## src/rtl/seg7_multidigit_ctrl_pkg.sv

```systemverilog
// Shared types, segment lookup and FSM encoding for the seven-segment controller.
package seg7_pkg;

  typedef logic [6:0] seg_t;

  localparam seg_t SEG_BLANK = 7'h7F;

  // Active-low {g,f,e,d,c,b,a}
  localparam seg_t SEG_LUT [0:9] = '{
    7'h40, 7'h79, 7'h24, 7'h30, 7'h19,
    7'h12, 7'h02, 7'h78, 7'h00, 7'h10
  };

  typedef enum logic [1:0] {
    IDLE,
    SHIFT,
    LATCH
  } fsm_state_t;

  function automatic seg_t bcd_to_seg(input logic [3:0] digit);
    return (digit <= 4'd9) ? SEG_LUT[digit] : SEG_BLANK;
  endfunction

  function automatic logic [63:0] pow10(input int unsigned n);
    logic [63:0] r;
    r = 64'd1;
    for (int unsigned i = 0; i < n; i++) r = r * 64'd10;
    return r;
  endfunction

endpackage

```

## src/rtl/seg7_multidigit_ctrl_if.sv

```systemverilog
// Value-source handshake into the seven-segment controller.
interface seg7_multidigit_ctrl_if #(
  parameter int unsigned IN_WIDTH = 32
);
  logic                in_valid;
  logic                in_ready;
  logic [IN_WIDTH-1:0] in_value;

  modport master (output in_valid, output in_value, input  in_ready);
  modport slave  (input  in_valid, input  in_value, output in_ready);
endinterface

```

## src/rtl/seg7_bin2bcd.sv

```systemverilog
// Sequential double-dabble converter: one input bit per cycle, result mod 10**NUM_DIGITS.
module seg7_bin2bcd #(
  parameter int unsigned IN_WIDTH   = 32,
  parameter int unsigned NUM_DIGITS = 4
) (
  input  logic                    clk,
  input  logic                    rst_n,
  input  logic                    i_start,
  input  logic [IN_WIDTH-1:0]     i_value,
  output logic                    o_busy,
  output logic                    o_done,
  output logic [4*NUM_DIGITS-1:0] o_bcd
);
  localparam int unsigned BCD_W = 4 * NUM_DIGITS;
  localparam int unsigned CNT_W = (IN_WIDTH > 1) ? $clog2(IN_WIDTH) : 1;

  logic [IN_WIDTH-1:0] r_bin;
  logic [BCD_W-1:0]    r_bcd;
  logic [CNT_W-1:0]    r_cnt;
  logic                r_busy;
  logic [BCD_W-1:0]    w_adj;
  logic                w_last;

  always_comb begin
    w_adj = r_bcd;
    for (int unsigned d = 0; d < NUM_DIGITS; d++) begin
      if (r_bcd[4*d +: 4] >= 4'd5) w_adj[4*d +: 4] = r_bcd[4*d +: 4] + 4'd3;
    end
  end

  assign w_last = r_busy && (r_cnt == CNT_W'(IN_WIDTH - 1));

  always_ff @(posedge clk or negedge rst_n) begin
    if (!rst_n) begin
      r_bin  <= '0;
      r_bcd  <= '0;
      r_cnt  <= '0;
      r_busy <= 1'b0;
    end else if (i_start) begin
      r_bin  <= i_value;
      r_bcd  <= '0;
      r_cnt  <= '0;
      r_busy <= 1'b1;
    end else if (r_busy) begin
      // Top BCD bit is dropped, so only the low NUM_DIGITS decimal digits survive
      {r_bcd, r_bin} <= {w_adj[BCD_W-2:0], r_bin, 1'b0};
      r_cnt          <= r_cnt + CNT_W'(1);
      if (w_last) r_busy <= 1'b0;
    end
  end

  assign o_busy = r_busy;
  assign o_done = w_last;
  assign o_bcd  = r_bcd;

endmodule

```

## src/rtl/seg7_multidigit_ctrl.sv

```systemverilog
// Multi-digit 7-seg controller: BCD conversion, registered patterns, anode scan.
// Optional SEG7_LEAD_ZERO_BLANK_EN blanks leading zero digits (digit 0 always shown).
module seg7_multidigit_ctrl
  import seg7_pkg::*;
#(
  parameter int unsigned NUM_DIGITS = 4,
  parameter int unsigned IN_WIDTH   = 32,
  parameter int unsigned SCAN_DIV   = 50000
) (
  input  logic                    clk,
  input  logic                    rst_n,
  seg7_multidigit_ctrl_if.slave   bus,
  output logic                    done,
  output logic                    overflow,
  output logic [7*NUM_DIGITS-1:0] seg_all,
  output logic [6:0]              seg_mux,
  output logic [NUM_DIGITS-1:0]   an_n
);
  localparam int unsigned SCAN_W = (SCAN_DIV > 1) ? $clog2(SCAN_DIV) : 1;
  localparam int unsigned IDX_W  = (NUM_DIGITS > 1) ? $clog2(NUM_DIGITS) : 1;
  localparam logic [63:0] LIMIT  = pow10(NUM_DIGITS);
  localparam bit OVF_POSSIBLE    = (IN_WIDTH >= 64) || (LIMIT <= ((64'd1 << IN_WIDTH) - 64'd1));
  localparam logic [IN_WIDTH-1:0] LIMIT_W = IN_WIDTH'(LIMIT);

  fsm_state_t r_state, w_state_next;

  logic                    w_ready, w_accept, w_ovf_in;
  logic                    w_busy, w_conv_done;
  logic [4*NUM_DIGITS-1:0] w_bcd;
  seg_t [NUM_DIGITS-1:0]   w_seg_dec;
  seg_t [NUM_DIGITS-1:0]   r_seg;
  logic                    r_ovf_pend, r_ovf, r_done;
  logic [SCAN_W-1:0]       r_scan_cnt;
  logic [IDX_W-1:0]        r_idx;
  seg_t                    r_seg_mux;
  logic [NUM_DIGITS-1:0]   r_an_n;
  logic                    w_wrap;

  seg7_bin2bcd #(
    .IN_WIDTH  (IN_WIDTH),
    .NUM_DIGITS(NUM_DIGITS)
  ) u_bin2bcd (
    .clk    (clk),
    .rst_n  (rst_n),
    .i_start(w_accept),
    .i_value(bus.in_value),
    .o_busy (w_busy),
    .o_done (w_conv_done),
    .o_bcd  (w_bcd)
  );

  assign w_ready  = (r_state != SHIFT) && !w_busy;
  assign w_accept = bus.in_valid && w_ready;
  assign w_ovf_in = OVF_POSSIBLE && (bus.in_value >= LIMIT_W);

  always_comb begin
    w_state_next = r_state;
    unique case (r_state)
      IDLE:    if (w_accept) w_state_next = SHIFT;
      SHIFT:   if (w_conv_done) w_state_next = LATCH;
      LATCH:   w_state_next = w_accept ? SHIFT : IDLE;
      default: w_state_next = IDLE;
    endcase
  end

  always_ff @(posedge clk or negedge rst_n) begin
    if (!rst_n) r_state <= IDLE;
    else        r_state <= w_state_next;
  end

`ifdef SEG7_LEAD_ZERO_BLANK_EN
  logic       w_seen;
  logic [3:0] w_digit;
  // Walk from the most significant digit; once a non-zero digit is seen all lower ones show
  always_comb begin
    w_seen    = 1'b0;
    w_digit   = '0;
    w_seg_dec = '1;
    for (int unsigned j = 0; j < NUM_DIGITS; j++) begin
      w_digit = w_bcd[4*(NUM_DIGITS-1-j) +: 4];
      if (w_digit != 4'd0 || j == NUM_DIGITS - 1) w_seen = 1'b1;
      w_seg_dec[NUM_DIGITS-1-j] = w_seen ? bcd_to_seg(w_digit) : SEG_BLANK;
    end
  end
`else
  always_comb begin
    w_seg_dec = '1;
    for (int unsigned d = 0; d < NUM_DIGITS; d++) begin
      w_seg_dec[d] = bcd_to_seg(w_bcd[4*d +: 4]);
    end
  end
`endif

  always_ff @(posedge clk or negedge rst_n) begin
    if (!rst_n) begin
      r_seg      <= '1;
      r_ovf      <= 1'b0;
      r_ovf_pend <= 1'b0;
      r_done     <= 1'b0;
    end else begin
      r_done <= (r_state == LATCH);
      if (r_state == LATCH) begin
        r_seg <= w_seg_dec;
        r_ovf <= r_ovf_pend;
      end
      if (w_accept) r_ovf_pend <= w_ovf_in;
    end
  end

  assign w_wrap = (r_scan_cnt == SCAN_W'(SCAN_DIV - 1));

  always_ff @(posedge clk or negedge rst_n) begin
    if (!rst_n) begin
      r_scan_cnt <= '0;
      r_idx      <= '0;
      r_seg_mux  <= SEG_BLANK;
      r_an_n     <= '1;
    end else if (w_wrap) begin
      r_scan_cnt <= '0;
      r_an_n     <= ~(NUM_DIGITS'(1) << r_idx);
      r_seg_mux  <= r_seg[r_idx];
      r_idx      <= (r_idx == IDX_W'(NUM_DIGITS - 1)) ? '0 : r_idx + IDX_W'(1);
    end else begin
      r_scan_cnt <= r_scan_cnt + SCAN_W'(1);
    end
  end

  assign bus.in_ready = w_ready;
  assign done         = r_done;
  assign overflow     = r_ovf;
  assign seg_all      = r_seg;
  assign seg_mux      = r_seg_mux;
  assign an_n         = r_an_n;

endmodule
```

## src/flat_wrapper.sv

```systemverilog
// flat-port wrapper written by rule: the top's interface ports become plain ports
module seg7_multidigit_ctrl_flat import seg7_pkg::*;
#(
  parameter int unsigned NUM_DIGITS = 4,
  parameter int unsigned IN_WIDTH   = 32,
  parameter int unsigned SCAN_DIV   = 50000
)
  (clk, rst_n, done, overflow, seg_all, seg_mux, an_n, bus_in_valid, bus_in_value, bus_in_ready);
  seg7_multidigit_ctrl_if #(.IN_WIDTH(IN_WIDTH)) bus_i ();
  input  logic clk;
  input  logic rst_n;
  output logic done;
  output logic overflow;
  output logic [7*NUM_DIGITS-1:0] seg_all;
  output logic [6:0] seg_mux;
  output logic [NUM_DIGITS-1:0] an_n;
  input wire logic [$bits(bus_i.in_valid)-1:0] bus_in_valid;
  input wire logic [$bits(bus_i.in_value)-1:0] bus_in_value;
  output wire logic [$bits(bus_i.in_ready)-1:0] bus_in_ready;
  assign bus_i.in_valid = bus_in_valid;
  assign bus_i.in_value = bus_in_value;
  assign bus_in_ready = bus_i.in_ready;
  seg7_multidigit_ctrl #(.NUM_DIGITS(NUM_DIGITS), .IN_WIDTH(IN_WIDTH), .SCAN_DIV(SCAN_DIV)) u_core (.clk(clk), .rst_n(rst_n), .bus(bus_i), .done(done), .overflow(overflow), .seg_all(seg_all), .seg_mux(seg_mux), .an_n(an_n));
endmodule
```

## config.mk

```make
export PLATFORM = sky130hd
export DESIGN_NAME = seg7_multidigit_ctrl_flat
export DESIGN_NICKNAME = d
export VERILOG_FILES = /design/src/rtl/seg7_multidigit_ctrl_pkg.sv /design/src/rtl/seg7_multidigit_ctrl_if.sv /design/src/rtl/seg7_bin2bcd.sv /design/src/rtl/seg7_multidigit_ctrl.sv /design/src/flat_wrapper.sv
export SDC_FILE = /design/constraint.sdc
export NUM_CORES = 1
export LEC_CHECK = 0
export ABC_CLOCK_PERIOD_IN_PS = 2700
export CAP_MARGIN = 40
export CORE_ASPECT_RATIO = 1.25
export CORE_UTILIZATION = 50
export DETAILED_ROUTE_END_ITERATION = 8
export HOLD_SLACK_MARGIN = 0.12
export PLACE_DENSITY = 0.84
export SYNTH_ARGS = -nofsm -noshare
export SYNTH_HDL_FRONTEND = slang
export SYNTH_SLANG_ARGS = --single-unit
export TNS_END_PERCENT = 10
```

## constraint.sdc

```tcl
create_clock -name clk -period 2.7 [get_ports clk]
set_clock_uncertainty 0.15 [all_clocks]
set_input_delay 0.54 -clock clk [delete_from_list [all_inputs] [get_ports clk]]
set_output_delay 0.54 -clock clk [all_outputs]
set_load 0.01 [all_outputs]
```

==> results.cfg <==
[die]
core_area_um2 = 11190
top_level_ports = 77
rows = 43
die_x_um = 98.44
start_util_pct = 51.95
dieArea_um2 = 12060
die_y_um = 122.6

[setup_path]
critPathKind = register to primary output
worstPathArrival_ns = 1.76
crit_chain = nor2b_1 -> nor2_1 -> clkdlybuf4s50_1
crit_fanout = 4
crit_buf_inv = 1
required_ns = 2.01
cp_slowest_cell = clkdlybuf4s50_1
worstSetupEndpointType = primary output
critPathLaunchType = register
critPathTopFamily = buffers and inverters
slowest_delay_ns = 0.50

[final_layout]
stdcell_area_um2 = 7355
syn_to_final_growth_pct = 26.52
nets = 720
seq_area_um2 = 2952
antennaDiodeCount = 0
fillers = 854
drive_gt1_share_pct = 16.24
multi_input_area_um2 = 2670

[yosys]
synthCells = 582
synthesis.area_um2 = 5813
ys.warnings.count = 0
netlist.top_cell.by_area = dfrtp_1
yosys.cell_types.count = 44
ys_ff_latch = 116
synth_fp_nets = 644
yosys-top-cells-area = dfrtp_1 33%, dfstp_2 18%, nand2_1 6.9%
synth.top_cells.by_count = 107 x nand2_1, 77 x dfrtp_1, 44 x nor2_1
ys.flop_type = dfrtp_1
synth_top_cell_area_share_pct = 33.15
avgSynthCellArea_um2 = 9.988
synth.most_common_cell = nand2_1
yosysSeqAreaShare_pct = 50.77
synth_edf_count = 0
synthArstFlopShare_pct = 100.0

[min_path]
hold_class = register to register

[sta]
worst_pin_slew_ns = 0.5884
layout_worst_path_cycle_share_pct = 90.65
final_max_slew_viol_count = 0
fmax_mhz = 408.6
final_hold_viol_count = 0
slew_headroom_pct = 60.78
period_minus_slack_ns = 2.448
grt_setup_unrepaired = no
finalSetupTns_ns = 0
setup_viol = 0

[clocking]
clockBufferDepth = 2
path_clk_slew_ns = 0.06
worstSkewPairLatency_ns = 0.41
clock-sinks = 116
tritoncts = done
cts_repair_resize_count = 0
cts_buffers = 17
root_buffer = clkbuf_16
cts_max_level = 4

[route]
routed_wl_mm = 13.08
routed.top_layer = met4
wl_per_cell_um = 16.22
vias = 4655
wl_met3_um = 599
drc = 9
viasPerCell = 5.775
wirelength_met1_mm = 5.521
first_pass_iters = 7
met2_wirelength_mm = 6.604
drt_iter0_drc = 238
antenna_left = 0

[global_route]
track_usage_pct = 23.37
grt_max_degree = 48
antenna_found_initial = 0
overflow = 0
grt_pass1_wl_mm = 21.94
grt_pass1_vias = 4574

[placed_design]
gp_congestion = 0.8501
port_buffers = 76
dp_hpwl_mm = 9.080
place_area_um2 = 6735

[run]
cap_violations = 0

[pwr]
p_leak_nw = 3.209
vdd_drop_max_uv = 502.2
p_per_area_nw_per_um2 = 1070

[status]
status = finished with violations
failed_checks = DRC
-- worst min-delay path: stages, from the launching register on --
cell and delay [ns]:
dfrtp_1 0.34, nand2_1 0.05, nand2_1 0.06
-- state kept, by name, summed over array words and instances, names as in the netlist --
signal and count:
u_core.r_idx 2, u_core.overflow 1, u_core.r_scan_cnt 16, u_core.u_bin2bcd.r_bin 32
u_core.seg_all 28, u_core.an_n 4, u_core.u_bin2bcd.r_cnt 5, u_core.r_state 2
u_core.r_ovf_pend 1, u_core.u_bin2bcd.o_bcd 16, u_core.done 1, u_core.u_bin2bcd.o_busy 1
u_core.seg_mux 7
-- final timing paths --
kind,startpoint,to,slack (ns),cells past startpoint
hold reg to reg,u_core.u_bin2bcd.r_bin[12]$_DFFE_PN0P_,u_core.u_bin2bcd.r_bin[12]$_DFFE_PN0P_,0.33,2
setup reg to reg,u_core.r_scan_cnt[4]$_DFF_PN0_,u_core.r_idx[1]$_DFFE_PN0N_,0.44,5
setup / recovery,u_core.r_state[0]$_DFFE_PN0P_,bus_in_ready,0.25,3
min in group asynchronous,rst_n,u_core.r_idx[0]$_DFFE_PN0N_,0.53,2
max in group asynchronous,rst_n,u_core.u_bin2bcd.o_bcd[8]$_DFFE_PN0P_,1.12,3
hold / removal,u_core.u_bin2bcd.r_bin[12]$_DFFE_PN0P_,u_core.u_bin2bcd.r_bin[12]$_DFFE_PN0P_,0.33,2
-- report_power, final --
part | leakage [nW] | switching, W | internal (W)
sequential | 1.40 | 0.000567 | 0.00240
combinational | 1.52 | 0.00135 | 0.00126
clock | 0.289 | 0.000800 | 0.00149
total | 3.21 | 0.00272 | 0.00515
-- cell type report --
class	count	share of cell area, %
repair buffers	89	12.01
flip-flops and latches	116	40.13
well taps	135	2.297
inverters	19	0.9697
clock inverters	13	2.127
multi-input cells	415	36.30
clock buffers	19	6.159
-- cells by family (layout without fill, tap and decap cells) --
| group | Yosys count | count (layout) | share of synthesized area (%) |
|---|---|---|---|
| adder cells (fa/ha/maj) | 27 | 27 | 5.811 |
| buffers and inverters | 51 | 140 | 3.487 |
| AND/OR/NAND/NOR | 213 | 213 | 16.44 |
| multiplexers | 25 | 25 | 6.479 |
| AO/OA/AOI/OAI | 130 | 130 | 13.99 |
| XOR/XNOR | 20 | 20 | 3.013 |
| flip-flops | 116 | 116 | 50.77 |
-- cells in the final DEF (no fill, tap or decap), drive strengths merged, types with 20 or more instances in the layout --
cell type and n:
ha 27, a22oi 33, nand2 107, clkdlybuf4s50 75
inv 20, dfstp 39, a21oi 35, o21ai 26
dfrtp 77, nor2 44
-- stage by stage --
stage                     utilization (%)  power [W]  setup slack (ns)  instances  hold slack, ns
after CTS                           65.72   0.007906            0.2439        806          0.3285
after floorplan                         -   0.004580            0.8179        582         0.09441
final                               65.72   0.007867            0.2524        806          0.3262
after global placement              60.19   0.005396            0.5352        773          0.3040
after global routing                65.72   0.008356            0.1412        806          0.3455
after detailed placement            60.19   0.005559            0.4657        773          0.3142
-- metal layers --
layer  global-route usage (%)  vias up
li1                         -     2190
met1                    28.00     2292
met2                    39.79      148
met3                    5.125       25
met4                    12.13        0
met5                        0        -
-- timing repair --
action,4_1_cts,5_1_grt
hold endpoints to repair,20,0
hold buffers,1,0
buffers inserted,0,0
(Power assumes the default switching activity.)
